## config.mk

```make
export PLATFORM = sky130hd
export DESIGN_NAME = primus_operand_fetch_flat
export DESIGN_NICKNAME = d
export VERILOG_FILES = /design/src/rtl/primus_operand_fetch_if.sv /design/src/rtl/primus_operand_fetch.sv /design/src/flat_wrapper.sv
export SDC_FILE = /design/constraint.sdc
export NUM_CORES = 1
export LEC_CHECK = 0
export CORE_UTILIZATION = 27
export DETAILED_ROUTE_END_ITERATION = 8
export GPL_TIMING_DRIVEN = 1
export SLEW_MARGIN = 25
export SYNTH_ARGS = -nofsm -noshare
export SYNTH_HDL_FRONTEND = slang
export SYNTH_SLANG_ARGS = --single-unit
```

## constraint.sdc

```tcl
create_clock -name clk_i -period 4.05 [get_ports clk_i]
set_input_delay 0.81 -clock clk_i [delete_from_list [all_inputs] [get_ports clk_i]]
set_output_delay 0.81 -clock clk_i [all_outputs]
set_load 0.02 [all_outputs]
```

## src/rtl/primus_operand_fetch_if.sv

```systemverilog
// Handshake bundle between decode, operand fetch and the ALU writeback path.
// The upstream/ALU side drives the master modport; the fetch stage is the slave.
interface primus_operand_fetch_if #(
    parameter int XLEN = 16,
    parameter int NREG = 32,
    parameter int AW   = $clog2(NREG)
);
    logic            instr_valid;
    logic            instr_ready;
    logic [AW-1:0]   rs1_addr;
    logic [AW-1:0]   rs2_addr;
    logic [AW-1:0]   rd_addr;
    logic            rd_we;
    logic            issue_valid;
    logic            issue_ready;
    logic [XLEN-1:0] rs1_data_q;
    logic [XLEN-1:0] rs2_data_q;
    logic [AW-1:0]   rd_addr_q;
    logic            rd_we_q;
    logic            wb_valid;
    logic [AW-1:0]   wb_addr;
    logic [XLEN-1:0] wb_data;
    logic            busy;

    modport master (
        output instr_valid, rs1_addr, rs2_addr,
        output rd_addr, rd_we, issue_ready,
        output wb_valid, wb_addr, wb_data,
        input  instr_ready, issue_valid,
        input  rs1_data_q, rs2_data_q,
        input  rd_addr_q, rd_we_q, busy
    );

    modport slave (
        input  instr_valid, rs1_addr, rs2_addr,
        input  rd_addr, rd_we, issue_ready,
        input  wb_valid, wb_addr, wb_data,
        output instr_ready, issue_valid,
        output rs1_data_q, rs2_data_q,
        output rd_addr_q, rd_we_q, busy
    );
endinterface

```

## src/rtl/primus_operand_fetch.sv

```systemverilog
// Operand fetch/issue stage: register file, pending-write scoreboard, issue reg.
// PRIMUS_OPFETCH_BYPASS_EN enables same-cycle writeback forwarding and sb clear.
module primus_operand_fetch #(
    parameter int XLEN = 16,
    parameter int NREG = 32
) (
    input logic                clk_i,
    input logic                rst_ni,
    primus_operand_fetch_if.slave bus
);
    localparam int AW = $clog2(NREG);

    typedef enum logic {EMPTY, FULL} state_e;

    typedef struct packed {
        logic [XLEN-1:0] rs1;
        logic [XLEN-1:0] rs2;
        logic [AW-1:0]   rd;
        logic            we;
    } issue_t;

    state_e          state;
    issue_t          q;
    issue_t          d;
    logic [XLEN-1:0] rf [NREG];
    logic [NREG-1:0] sb;
    logic [NREG-1:0] sb_clr;
    logic [NREG-1:0] sb_set;
    logic [NREG-1:0] sb_haz;
    logic [NREG-1:0] sb_nxt;
    logic            wb_hit;
    logic            hazard;
    logic            ready;
    logic            accept;
    logic            busy_q;

    assign wb_hit = bus.wb_valid && (bus.wb_addr != '0);

    always_comb begin
        sb_clr = '0;
        if (wb_hit) sb_clr[bus.wb_addr] = 1'b1;
    end

    always_comb begin
        sb_set = '0;
        if (accept && bus.rd_we && (bus.rd_addr != '0))
            sb_set[bus.rd_addr] = 1'b1;
    end

    // Set after clear so a same-edge issue to the retiring register wins.
    assign sb_nxt = (sb & ~sb_clr) | sb_set;

`ifdef PRIMUS_OPFETCH_BYPASS_EN
    assign sb_haz = sb & ~sb_clr;
`else
    assign sb_haz = sb;
`endif

    assign hazard =
        (sb_haz[bus.rs1_addr] && (bus.rs1_addr != '0)) ||
        (sb_haz[bus.rs2_addr] && (bus.rs2_addr != '0)) ||
        (bus.rd_we && (bus.rd_addr != '0) && sb_haz[bus.rd_addr]);

    assign ready  = rst_ni && ((state == EMPTY) || bus.issue_ready)
                    && !hazard;
    assign accept = bus.instr_valid && ready;

    always_comb begin
        d.rs1 = rf[bus.rs1_addr];
        d.rs2 = rf[bus.rs2_addr];
`ifdef PRIMUS_OPFETCH_BYPASS_EN
        if (wb_hit && (bus.wb_addr == bus.rs1_addr)) d.rs1 = bus.wb_data;
        if (wb_hit && (bus.wb_addr == bus.rs2_addr)) d.rs2 = bus.wb_data;
`endif
        if (bus.rs1_addr == '0) d.rs1 = '0;
        if (bus.rs2_addr == '0) d.rs2 = '0;
        d.rd = bus.rd_addr;
        d.we = bus.rd_we;
    end

    always_ff @(posedge clk_i or negedge rst_ni) begin
        if (!rst_ni) begin
            state  <= EMPTY;
            q      <= '0;
            sb     <= '0;
            busy_q <= 1'b0;
            for (int i = 0; i < NREG; i++) rf[i] <= '0;
        end else begin
            unique case (state)
                EMPTY:   if (accept) state <= FULL;
                FULL:    if (bus.issue_ready && !accept) state <= EMPTY;
                default: state <= EMPTY;
            endcase
            if (accept) q <= d;
            if (wb_hit) rf[bus.wb_addr] <= bus.wb_data;
            sb     <= sb_nxt;
            busy_q <= |sb_nxt;
        end
    end

    assign bus.instr_ready = ready;
    assign bus.issue_valid = (state == FULL);
    assign bus.rs1_data_q  = q.rs1;
    assign bus.rs2_data_q  = q.rs2;
    assign bus.rd_addr_q   = q.rd;
    assign bus.rd_we_q     = q.we;
    assign bus.busy        = busy_q;
endmodule

```

## src/flat_wrapper.sv

```systemverilog
// flat-port wrapper written by rule: the top's interface ports become plain ports
module primus_operand_fetch_flat 
#(
    parameter int XLEN = 16,
    parameter int NREG = 32
)
  (clk_i, rst_ni, bus_instr_valid, bus_rs1_addr, bus_rs2_addr, bus_rd_addr, bus_rd_we, bus_issue_ready, bus_wb_valid, bus_wb_addr, bus_wb_data, bus_instr_ready, bus_issue_valid, bus_rs1_data_q, bus_rs2_data_q, bus_rd_addr_q, bus_rd_we_q, bus_busy);
  primus_operand_fetch_if #(.XLEN(XLEN), .NREG(NREG)) bus_i ();
  input logic clk_i;
  input logic rst_ni;
  input wire logic [$bits(bus_i.instr_valid)-1:0] bus_instr_valid;
  input wire logic [$bits(bus_i.rs1_addr)-1:0] bus_rs1_addr;
  input wire logic [$bits(bus_i.rs2_addr)-1:0] bus_rs2_addr;
  input wire logic [$bits(bus_i.rd_addr)-1:0] bus_rd_addr;
  input wire logic [$bits(bus_i.rd_we)-1:0] bus_rd_we;
  input wire logic [$bits(bus_i.issue_ready)-1:0] bus_issue_ready;
  input wire logic [$bits(bus_i.wb_valid)-1:0] bus_wb_valid;
  input wire logic [$bits(bus_i.wb_addr)-1:0] bus_wb_addr;
  input wire logic [$bits(bus_i.wb_data)-1:0] bus_wb_data;
  output wire logic [$bits(bus_i.instr_ready)-1:0] bus_instr_ready;
  output wire logic [$bits(bus_i.issue_valid)-1:0] bus_issue_valid;
  output wire logic [$bits(bus_i.rs1_data_q)-1:0] bus_rs1_data_q;
  output wire logic [$bits(bus_i.rs2_data_q)-1:0] bus_rs2_data_q;
  output wire logic [$bits(bus_i.rd_addr_q)-1:0] bus_rd_addr_q;
  output wire logic [$bits(bus_i.rd_we_q)-1:0] bus_rd_we_q;
  output wire logic [$bits(bus_i.busy)-1:0] bus_busy;
  assign bus_i.instr_valid = bus_instr_valid;
  assign bus_i.rs1_addr = bus_rs1_addr;
  assign bus_i.rs2_addr = bus_rs2_addr;
  assign bus_i.rd_addr = bus_rd_addr;
  assign bus_i.rd_we = bus_rd_we;
  assign bus_i.issue_ready = bus_issue_ready;
  assign bus_i.wb_valid = bus_wb_valid;
  assign bus_i.wb_addr = bus_wb_addr;
  assign bus_i.wb_data = bus_wb_data;
  assign bus_instr_ready = bus_i.instr_ready;
  assign bus_issue_valid = bus_i.issue_valid;
  assign bus_rs1_data_q = bus_i.rs1_data_q;
  assign bus_rs2_data_q = bus_i.rs2_data_q;
  assign bus_rd_addr_q = bus_i.rd_addr_q;
  assign bus_rd_we_q = bus_i.rd_we_q;
  assign bus_busy = bus_i.busy;
  primus_operand_fetch #(.XLEN(XLEN), .NREG(NREG)) u_core (.clk_i(clk_i), .rst_ni(rst_ni), .bus(bus_i));
endmodule
```

==> key figures, run 1 <==
Status
  • Outcome: complete, no violations

Synthesis
  • Distinct cells, synth: 50
  • Post-synthesis async set-or-reset flop share: 100%
  • Seq/Total Area, Yosys: 47.6%
  • Synthesized area per cell: approximately 16 µm²
  • Post-synthesis cell count: approximately 2000
  • Synthesized area: ~31000 µm²
  • Synth Register Bits: approximately 580
  • Yosys synthesis warning count: 0
  • EDFF count, synth: 0
  • Ys flop type: dfrtp_1
  • Post-synthesis net count: 1993

Critical path
  • Critical Path RT: about 3.2 ns
  • Critical path peak fanout: 4
  • Crit path kind: in2out
  • Critical Path End Type: output port
  • Worst setup SP type: input pin
  • Critical path data arrival time: around 3.2 ns

Route
  • Post-route DRC: 0
  • Routed len/inst: 27.2 µm
  • Final wirelength: around 96 mm
  • Antenna Nets Post-Route: 0
  • First drt pass iteration count: 5
  • DR vias: 19300
  • Drt via density: between 5 and 6
  • Iter 0 DRT Violations: 1758

Finish
  • Share of layout cells above drive strength 1: a little over half
  • Antenna cells: 0
  • Layout Utilization: a little under a third
  • Nets: between 2000 and 2500
  • Area growth from synthesis to layout: 15.7%
  • Post-route cell area: between 30000 and 40000 µm²
  • Non-Filler Instances: about 3500

Die
  • Ports: 83
  • Die H: ~340 µm
  • Die area: roughly 120000 µm²
  • Die X: 339 µm
  • Row count: 123
  • Core Footprint: roughly 110000 µm²
  • Starting density of the core: a little over a quarter

Power and ir drop
  • Pwr/cell area: between 500 and 600 nW/µm²
  • Static Leak: between 10 and 15 nW
  • Max VDD drop: 0.000362 V

Timing
  • Period utilisation layout: between 90% and 100%
  • Worst slew margin: a little over a quarter
  • Worst Skew: roughly 0.023 ns
  • Setup-failing EPs final: 0
  • Unrepaired setup endpoints after global routing: no
  • Max Slew Vio Count: 0
  • Least-Margin Pin Slew: roughly 1.1 ns
  • Fin. Hold Viols: 0
  • Max Fclk: between 0.2 and 0.3 GHz
  • Final Critical Period: 3.96 ns

Placement
  • Buffers on Ports: 82
  • Detailed placement HPWL: around 57 mm
  • Post-placement cell count: 3415
  • Placed instance area: approximately 33000 µm²
  • RD Place Congestion: ~0.9

GRT
  • First-pass GRT wire length: approximately 140 mm
  • Vias in the first global route: just over 20000
  • Global Route Usage Sum: between 10% and 20%
  • Initial antenna violation count: 6
  • Pin count of the biggest net entering global routing: between 150 and 200
  • Total gr overflow: 0

Flow run
  • Max-Cap Viols: 0

CTS
  • Clock Pin Slew Worst Setup and Hold Paths: approximately 0.070 ns
  • Sinks on the clock net: roughly 600
  • Clk buf depth: 3
  • H-tree depth: 2
  • CTS Buf Count: 60
  • Clk Latency, worst-skew pair: 0.66 ns
  • CTS root buf: clkbuf_16
  • CTS tree: done
  • Setup bufs post-CTS: 0

Hold path
  • Hold WC Path Type: in2async
-- final timing paths --
check	cells after the start	slack, ns	to	start
min	2	0.28	u_core.bus.rd_addr_q[0]	rst_ni
max in group asynchronous	5	1.59	u_core.rf[169]	rst_ni
min in group clk_i	0	0.40	u_core.rf[507]	u_core.rf[507]
max	7	0.09	bus_instr_ready	bus_rd_addr[0]
max reg2reg	10	1.02	u_core.bus.busy	u_core.sb[14]
min reg2reg	0	0.40	u_core.rf[507]	u_core.rf[507]
-- synthesized netlist by cell type (2+ instances only) --
library cell	number	area (µm²)
a211oi_1	2	15.0
and3_1	6	37.5
inv_1	11	41.3
o22ai_1	3	18.8
a22o_1	2	17.5
mux2i_1	47	470
nor4b_1	2	17.5
nand3_1	7	35.0
clkbuf_1	153	574
buf_1	38	143
nand2_1	71	267
nor2_1	26	97.6
nand4b_1	2	17.5
nand3b_1	5	37.5
nand2b_1	9	56.3
o21ai_0	14	70.1
nor2b_1	5	31.3
dfrtp_1	584	14600
buf_6	3	33.8
or3_1	4	25.0
mux2_2	502	5650
o32ai_1	8	70.1
nor3_1	11	55.1
buf_2	12	60.1
or3b_2	2	17.5
o31ai_1	51	383
mux4_2	337	7590
nor4_1	7	43.8
o211ai_2	2	25.0
nand4_1	5	31.3
-- cell families (layout without fill, tap and decap cells) --
logic type	Yosys count	count (layout)	synth area share, %
buf+inv	220	296	2.83
mux	886	886	44.6
compound gates	90	90	2.19
flops	584	584	47.6
simple gates	171	171	2.80
-- state kept, by name, summed over array words and instances (netlist names) --
name,cells
u_core.bus.rd_we_q,1
u_core.bus.rs1_data_q,16
u_core.bus.rd_addr_q,5
u_core.sb,32
u_core.bus.busy,1
u_core.rf,512
u_core.bus.issue_valid,1
u_core.bus.rs2_data_q,16
-- report_power, final --
group          internal (mW)  switching (mW)
logic                   2.37            1.63
registers               6.99           0.905
clock network           3.43            2.48
total                   12.8            5.02
-- through the flow --
| step | TNS (ns) | power, mW | setup WS [ns] | hold slack, ns |
|---|---|---|---|---|
| finish | 0 | 17.8 | 0.0860 | 0.279 |
| global route | 0 | 18.6 | 0.0549 | 0.324 |
| CTS | 0 | 17.9 | 0.118 | 0.282 |
| detailed placement | -0.146 | 12.0 | -0.146 | 0.385 |
| global placement | -0.240 | 11.7 | -0.240 | 0.377 |
| floorplan | 0 | 10.4 | 0.719 | 0.441 |
-- layer usage --
| layer | GRT usage, % | routed length, µm |
|---|---|---|
| met4 | 4.79 | 2560 |
| met3 | 2.97 | 6770 |
| met1 | 24.1 | 42500 |
| met5 | 0 | 46 |
| met2 | 25.5 | 44100 |
-- cell usage in the layout (no fill, tap or decap), types with 6 or more instances in the layout --
master,synthesis,layout
o21ai_0,14,14
inv_1,11,11
buf_12,0,8
clkbuf_16,0,61
o31ai_1,51,51
clkbuf_8,0,16
buf_4,1,81
clkinv_2,0,16
buf_2,12,9
mux2i_1,47,47
nor4_1,7,7
o32ai_1,8,8
bufinv_16,0,6
nor2_1,26,15
dfrtp_1,584,584
mux4_2,337,337
nand2b_1,9,9
nand3_1,7,7
and3_1,6,6
clkdlybuf4s50_1,0,65
nor2_2,0,11
nor3_1,11,8
nand2_1,71,71
mux2_2,502,502
-- layout make-up --
| type | instances | area [µm²] |
|---|---|---|
| Inverter | 12 | 45.0 |
| Clock inverter | 30 | 355 |
| Sequential cell | 584 | 14600 |
| Multi-Input combinational cell | 1147 | 15300 |
| Timing Repair Buffer | 173 | 1600 |
| Fill cell | 11000 | 77100 |
| Tap cell | 1500 | 1880 |
| Clock buffer | 81 | 1760 |
-- what timing repair did --
item | in CTS | in global routing
endpoints found under the setup margin | 1 | 0
hold buffers | 0 | 0
resized for setup | 1 | 0
-- worst max-delay path: stages --
cell	delay, ns
clkdlybuf4s50_1	0.57
mux4_2	0.52
nor2b_1	0.15
nor4_1	0.30
and4_1	0.26
o211a_1	0.20
dlygate4sd2_1	0.34
(Power assumes the default switching activity.)
==> run 2, diff against run 1 <==
--- a/config.mk
+++ b/config.mk
@@ -8,6 +8,8 @@
 export CORE_UTILIZATION = 27
 export DETAILED_ROUTE_END_ITERATION = 8
 export GPL_TIMING_DRIVEN = 1
+export HOLD_SLACK_MARGIN = 0.03
+export MAX_ROUTING_LAYER = met4
 export SLEW_MARGIN = 25
 export SYNTH_ARGS = -nofsm -noshare
 export SYNTH_HDL_FRONTEND = slang
==> run 2 against run 1 <==
Register-to-register slack lost 0.03 ns; wire length down 1.1%; clock power fell by 4.7%; critical path depth stayed put; global-route usage up 0.40 points; die area is the same; clock skew increased by 0.020 ns; non-clock buffer count shrank 2; first-iteration DRC count fell by 6.1%; worst setup slack gained 0.084 ns; sequential share of layout area rose by 0.12 points; via count down 1.1%.
==> key figures, run 2 (synthesis gave the netlist of run 1 again) <==
Timing
  • Least-Margin Pin Slew: 1.06 ns (was 1.10 ns)
  • Max Fclk: 0.258 GHz (was 0.252 GHz)
  • Final Critical Period: 3.88 ns (was 3.96 ns)
  • Worst slew margin: 29.1% (was 26.4%)
  • Fin. Hold Viols: 0 (unchanged)
  • Fin Hold WS: 0.232 ns (was 0.279 ns)
  • Unrepaired setup endpoints after global routing: no (unchanged)
  • Period utilisation layout: 95.8% (was 97.9%)
  • Max Slew Vio Count: 0 (unchanged)
  • Setup-failing EPs final: 0 (unchanged)
  • Worst Skew: 0.0436 ns (was 0.0235 ns)

Finish
  • Commonest non-fill, non-tap cell in the layout: dfrtp_1 (unchanged)
  • Max FFs per register: 512 (unchanged)
  • Nets: 2016 (was 2020)
  • Non-Filler Instances: 3528 (was 3527)
  • Area growth from synthesis to layout: 15.4% (was 15.7%)
  • Most frequent cells in the layout: dfrtp_1, mux2_2, mux4_2 (unchanged)
  • Reg with most FFs: u_core.rf (unchanged)
  • Largest registers: u_core.rf x512, u_core.sb x32 (unchanged)
  • Fill cells: 11000 (about the same)
  • Register area: 14600 µm² (unchanged)
  • Area taken by multi-input logic gates: 15300 µm² (unchanged)
  • Share of layout cells above drive strength 1: 52.6% (was 53.1%)

Die
  • Core Footprint: 113000 µm² (unchanged)
  • Row count: 123 (unchanged)
  • Starting density of the core: 27.3% (unchanged)
  • Die H: 339 µm (unchanged)
  • Die area: 115000 µm² (unchanged)
  • Ports: 83 (unchanged)
  • Die X: 339 µm (unchanged)

CTS
  • CTS Buf Count: 58 (was 60)
  • H-tree depth: 2 (unchanged)
  • Clk Latency, worst-skew pair: 0.66 ns (about the same)
  • # hold bufs at CTS: 0 (unchanged)
  • Clk buf depth: 3 (unchanged)
  • Sinks on the clock net: 584 (unchanged)
  • CTS root buf: clkbuf_16 (unchanged)
  • Clock Pin Slew Worst Setup and Hold Paths: 0.06 ns (was 0.07 ns)
  • CTS tree: done (unchanged)

Critical path
  • Crit path kind: in2out (unchanged)
  • Critical path data arrival time: 3.07 ns (was 3.15 ns)
  • CP max-delay cell: clkdlybuf4s50_1 (unchanged)
  • Critical Path RT: 3.24 ns (about the same)
  • Worst path cell trace: clkdlybuf4s50_1, mux4_2, nor2b_1, nor4_1, and4_1, o211a_1, dlygate4sd2_1 (unchanged)
  • Slowest Stage Delay on Critical Path: 0.58 ns (was 0.57 ns)
  • Critical path peak fanout: 4 (unchanged)
  • Critical Path End Type: output port (unchanged)
  • Worst setup SP type: input pin (unchanged)

GRT
  • Vias in the first global route: 20300 (was 20400)
  • First-pass GRT wire length: 142 mm (was 143 mm)
  • Initial antenna violation count: 7 (was 6)
  • Global Route Usage Sum: 17.1% (was 16.7%)
  • Pin count of the biggest net entering global routing: 186 (was 183)
  • Total gr overflow: 0 (unchanged)

Route
  • First drt pass iteration count: 5 (unchanged)
  • Antenna Nets Post-Route: 0 (unchanged)
  • DR vias: 19100 (was 19300)
  • Final wirelength: 95.0 mm (was 96.0 mm)
  • Drt via density: 5.40 (was 5.46)
  • Post-route DRC: 0 (unchanged)
  • Routed len/inst: 26.9 µm (was 27.2 µm)
  • Iter 0 DRT Violations: 1651 (was 1758)

Power and ir drop
  • Max VDD drop: 0.000390 V (was 0.000362 V)
  • Pwr/cell area: 494 nW/µm² (was 501 nW/µm²)
  • Static Leak: 14.6 nW (was 14.7 nW)

Hold path
  • Hold WC Path Type: in2async (unchanged)

Placement
  • Buffers on Ports: 82 (unchanged)
  • Post-placement cell count: 3412 (was 3415)
  • RD Place Congestion: 0.896 (was 0.899)
  • Detailed placement HPWL: 56.0 mm (was 57.2 mm)

Flow run
  • Max-Cap Viols: 0 (unchanged)

Status
  • Outcome: complete, no violations (unchanged)
run 2: through the flow:
stage / TNS [ns] / util, % / worst slack (ns) / instance area [µm²] / total power [mW]
floorplan: 0 / - / 0.719 / 30700 / 10.4
global placement: -0.141 / 29.7 / -0.141 / 33400 / 11.7
detailed placement: -0.118 / 29.7 / -0.118 / 33400 / 12.0
CTS: 0 / 31.4 / 0.144 / 35400 / 17.7
global route: 0 / 31.5 / 0.0276 / 35400 / 18.3
finish: 0 / 31.5 / 0.170 / 35400 / 17.5
run 2: final cells by class:
class,instances,share of cell area [%]
multi-input combinational,1147,43.2
sequential,584,41.2
tap,1500,5.29
clock buffer,85,4.80
timing repair buffer,171,4.54
clock inverter,23,0.805
inverter,12,0.127
antenna,6,0.0424
run 2: worst max-delay path: cells and delay by family:
| kind | cells | cell delay, ns |
|---|---|---|
| AND/OR/NAND/NOR | 3 | 0.65 |
| AO/OA/AOI/OAI | 1 | 0.19 |
| multiplexers | 1 | 0.52 |
| buffers and inverters | 2 | 0.91 |
run 2: final timing paths:
check                                     from                        to  slack, ns  cells past startpoint
worst max-delay path            bus_rd_addr[0]           bus_instr_ready       0.17                      7
worst min-delay path                    rst_ni  u_core.bus.rs2_data_q[0]       0.23                      2
worst max register to register   u_core.sb[29]           u_core.bus.busy       0.99                     10
worst min register to register  u_core.rf[497]            u_core.rf[497]       0.39                      0
max in group asynchronous               rst_ni            u_core.rf[153]       1.90                      5
min in group clk_i              u_core.rf[497]            u_core.rf[497]       0.39                      0
run 2: report_power, final:
part	internal (mW)	leakage [nW]	switching, mW	total [mW]
Clock	3.24	0.981	2.41	5.64
Combinational	2.38	6.15	1.62	4.00
Sequential	6.99	7.51	0.902	7.89
run 2: layer usage:
layer	global-route usage [%]	vias up	share of wire, %
met1	23.8	10500	45
met4	5.41	0	3.1
met5	-	-	0
met3	3.37	170	6.7
met2	24.8	713	45
li1	-	7690	-
run 2: repair_timing:
item,CTS,global route
endpoints found under the setup margin,1,0
resized for setup,1,0
buffers inserted,0,0
==> run 3, diff against run 2 <==
--- a/config.mk
+++ b/config.mk
@@ -10,6 +10,7 @@
 export GPL_TIMING_DRIVEN = 1
 export HOLD_SLACK_MARGIN = 0.03
 export MAX_ROUTING_LAYER = met4
+export PLACE_DENSITY = 0.45
 export SLEW_MARGIN = 25
 export SYNTH_ARGS = -nofsm -noshare
 export SYNTH_HDL_FRONTEND = slang
==> run 3 against run 2 <==
Core utilization up 0.39 points; critical path type unchanged; highest routed layer unchanged; global-route usage rose by 1.2 points; combinational power grew 2%; total power grew 5.6%; clock power up 17%.
==> key figures, run 3 (synthesis gave the netlist of run 1 again) <==
Status
  • Outcome: complete, no violations (unchanged)

Timing
  • Worst Skew: 0.0281 ns (was 0.0436 ns)
  • Post-route setup slack: 0.238 ns (was 0.170 ns)
  • Max Fclk: 0.262 GHz (was 0.258 GHz)
  • Final Critical Period: 3.81 ns (was 3.88 ns)
  • Least-Margin Pin Slew: 1.05 ns (was 1.06 ns)
  • Max Slew Vio Count: 0 (unchanged)
  • Unrepaired setup endpoints after global routing: no (unchanged)
  • Setup-failing EPs final: 0 (unchanged)
  • Worst slew margin: 30.1% (was 29.1%)
  • Fin. Hold Viols: 0 (unchanged)
  • Fin Hold WS: 0.180 ns (was 0.232 ns)
  • Period utilisation layout: 94.1% (was 95.8%)

Critical path
  • Critical path data arrival time: 3.00 ns (was 3.07 ns)
  • Critical Path End Type: output port (unchanged)
  • Crit path kind: in2out (unchanged)
  • Critical path peak fanout: 4 (unchanged)
  • Worst r2r src: u_core.sb[28] (was u_core.sb[29])
  • Reg-to-Reg End: u_core.bus.busy (unchanged)
  • Worst R2R Path Depth: 10 (unchanged)
  • Critical Path RT: 3.24 ns (about the same)
  • R2r setup slk: 0.94 ns (was 0.99 ns)
  • Worst setup SP type: input pin (unchanged)

Power and ir drop
  • Pwr/cell area: 515 nW/µm² (was 494 nW/µm²)
  • Static Leak: 14.9 nW (was 14.6 nW)
  • Max VDD drop: 0.000271 V (was 0.000390 V)

Finish
  • Reg with most FFs: u_core.rf (unchanged)
  • Max FFs per register: 512 (unchanged)
  • Most frequent cells in the layout: dfrtp_1, mux2_2, mux4_2 (unchanged)
  • Share of layout cells above drive strength 1: 53.3% (was 52.6%)
  • Largest registers: u_core.rf x512, u_core.sb x32 (unchanged)
  • Nets: 2036 (was 2016)
  • Area growth from synthesis to layout: 16.8% (was 15.4%)
  • Commonest non-fill, non-tap cell in the layout: dfrtp_1 (unchanged)

Route
  • Drt via density: 5.32 (was 5.40)
  • DR vias: 18900 (was 19100)
  • Antenna Nets Post-Route: 0 (unchanged)
  • Iter 0 DRT Violations: 1419 (was 1651)
  • Routed len/inst: 28.4 µm (was 26.9 µm)
  • First drt pass iteration count: 4 (was 5)
  • Post-route DRC: 0 (unchanged)
  • Final wirelength: 101 mm (was 95.0 mm)

Die
  • Die X: 339 µm (unchanged)
  • Row count: 123 (unchanged)
  • Die area: 115000 µm² (unchanged)
  • Die H: 339 µm (unchanged)
  • Ports: 83 (unchanged)
  • Starting density of the core: 27.3% (unchanged)
  • Core Footprint: 113000 µm² (unchanged)

GRT
  • First-pass GRT wire length: 148 mm (was 142 mm)
  • Global Route Usage Sum: 18.2% (was 17.1%)
  • Total gr overflow: 0 (unchanged)
  • Pin count of the biggest net entering global routing: 184 (was 186)
  • Vias in the first global route: 20300 (about the same)
  • Initial antenna violation count: 4 (was 7)

Placement
  • RD Place Congestion: 0.846 (was 0.896)
  • Buffers on Ports: 82 (unchanged)
  • Pre-CTS WS: -0.322 ns (was -0.118 ns)
  • Detailed placement HPWL: 58.0 mm (was 56.0 mm)

CTS
  • Clk buf depth: 3 (unchanged)
  • Post-cts gate resize count: 3 (was 1)
  • CTS root buf: clkbuf_16 (unchanged)
  • H-tree depth: 3 (was 2)
  • Clock Pin Slew Worst Setup and Hold Paths: 0.07 ns (was 0.06 ns)
  • Setup bufs post-CTS: 0 (unchanged)
  • # hold bufs at CTS: 0 (unchanged)
  • CTS tree: done (unchanged)
  • CTS Buf Count: 70 (was 58)
  • Clk Latency, worst-skew pair: 0.63 ns (was 0.66 ns)
  • Sinks on the clock net: 584 (unchanged)

Hold path
  • Hold WC Path Type: in2async (unchanged)

Flow run
  • Max-Cap Viols: 0 (unchanged)
==> run 3: changes by cell type in the layout (fill, tap and decap cells not counted), moves of 3 or more <==
cell / delta
clkbuf_16: +13
clkdlybuf4s50_1: -9
buf_2: +7
clkbuf_8: -5
buf_4: +4
clkbuf_1: +4
bufinv_16: +3
clkinv_2: -3
inv_6: +3
==> run 3: worst max-delay path: stages <==
cell	delay [ns]
dlygate4sd2_1	0.36
mux4_2	0.53
nor2b_1	0.15
nor4_1	0.28
and4_1	0.28
o211a_1	0.24
dlygate4sd2_1	0.35
==> run 3: metrics by stage <==
step | utilization [%] | setup TNS, ns | total power, mW | cells | instance area (µm²)
finish | 31.9 | 0 | 18.5 | 3548 | 35900
global route | 31.9 | 0 | 19.3 | 3548 | 35900
CTS | 31.8 | 0 | 18.7 | 3540 | 35800
detailed placement | 29.7 | -0.401 | 12.0 | 3418 | 33500
global placement | 29.7 | -0.395 | 11.9 | 3418 | 33500
floorplan | - | 0 | 10.4 | 1951 | 30700
==> run 3: per-layer routing <==
layer / up-vias / track usage [%] / share of wire (%) / wire (µm)
met3: 152 / 3.38 / 5.1 / 5190
met2: 540 / 27.1 / 46 / 46200
met1: 10500 / 25.3 / 47 / 46900
li1: 7726 / - / - / -
met5: - / - / 0 / 0
met4: 0 / 5.17 / 2.4 / 2380
==> run 3: report_power, final <==
group / switching [mW] / internal (mW) / total (mW)
combinational: 1.67 / 2.39 / 4.06
clock: 2.65 / 3.94 / 6.59
sequential: 0.858 / 6.99 / 7.85
==> run 3: area by class of cell <==
type                            instances  area, µm²
Fill cell                           11000      76800
Multi-Input combinational cell       1147      15300
Sequential cell                       584      14600
Clock buffer                           97       1970
Tap cell                             1500       1880
Timing Repair Buffer                  179       1680
Clock inverter                         25        393
Inverter                               12       45.0
Antenna cell                            4       10.0
==> run 3: worst max path at each step <==
stage	slack, ns	endpoint	cells after the start	from
final	0.24	bus_instr_ready	7	bus_rd_addr[0]
after global routing	0.09	bus_instr_ready	7	bus_rd_addr[0]
after CTS	0.22	bus_instr_ready	7	bus_rd_addr[0]
after detailed placement	-0.32	bus_instr_ready	8	bus_rd_addr[0]
after global placement	-0.34	bus_instr_ready	8	bus_rd_addr[0]
after floorplan	0.72	u_core.bus.rs2_data_q[0]	8	bus_rs2_addr[0]
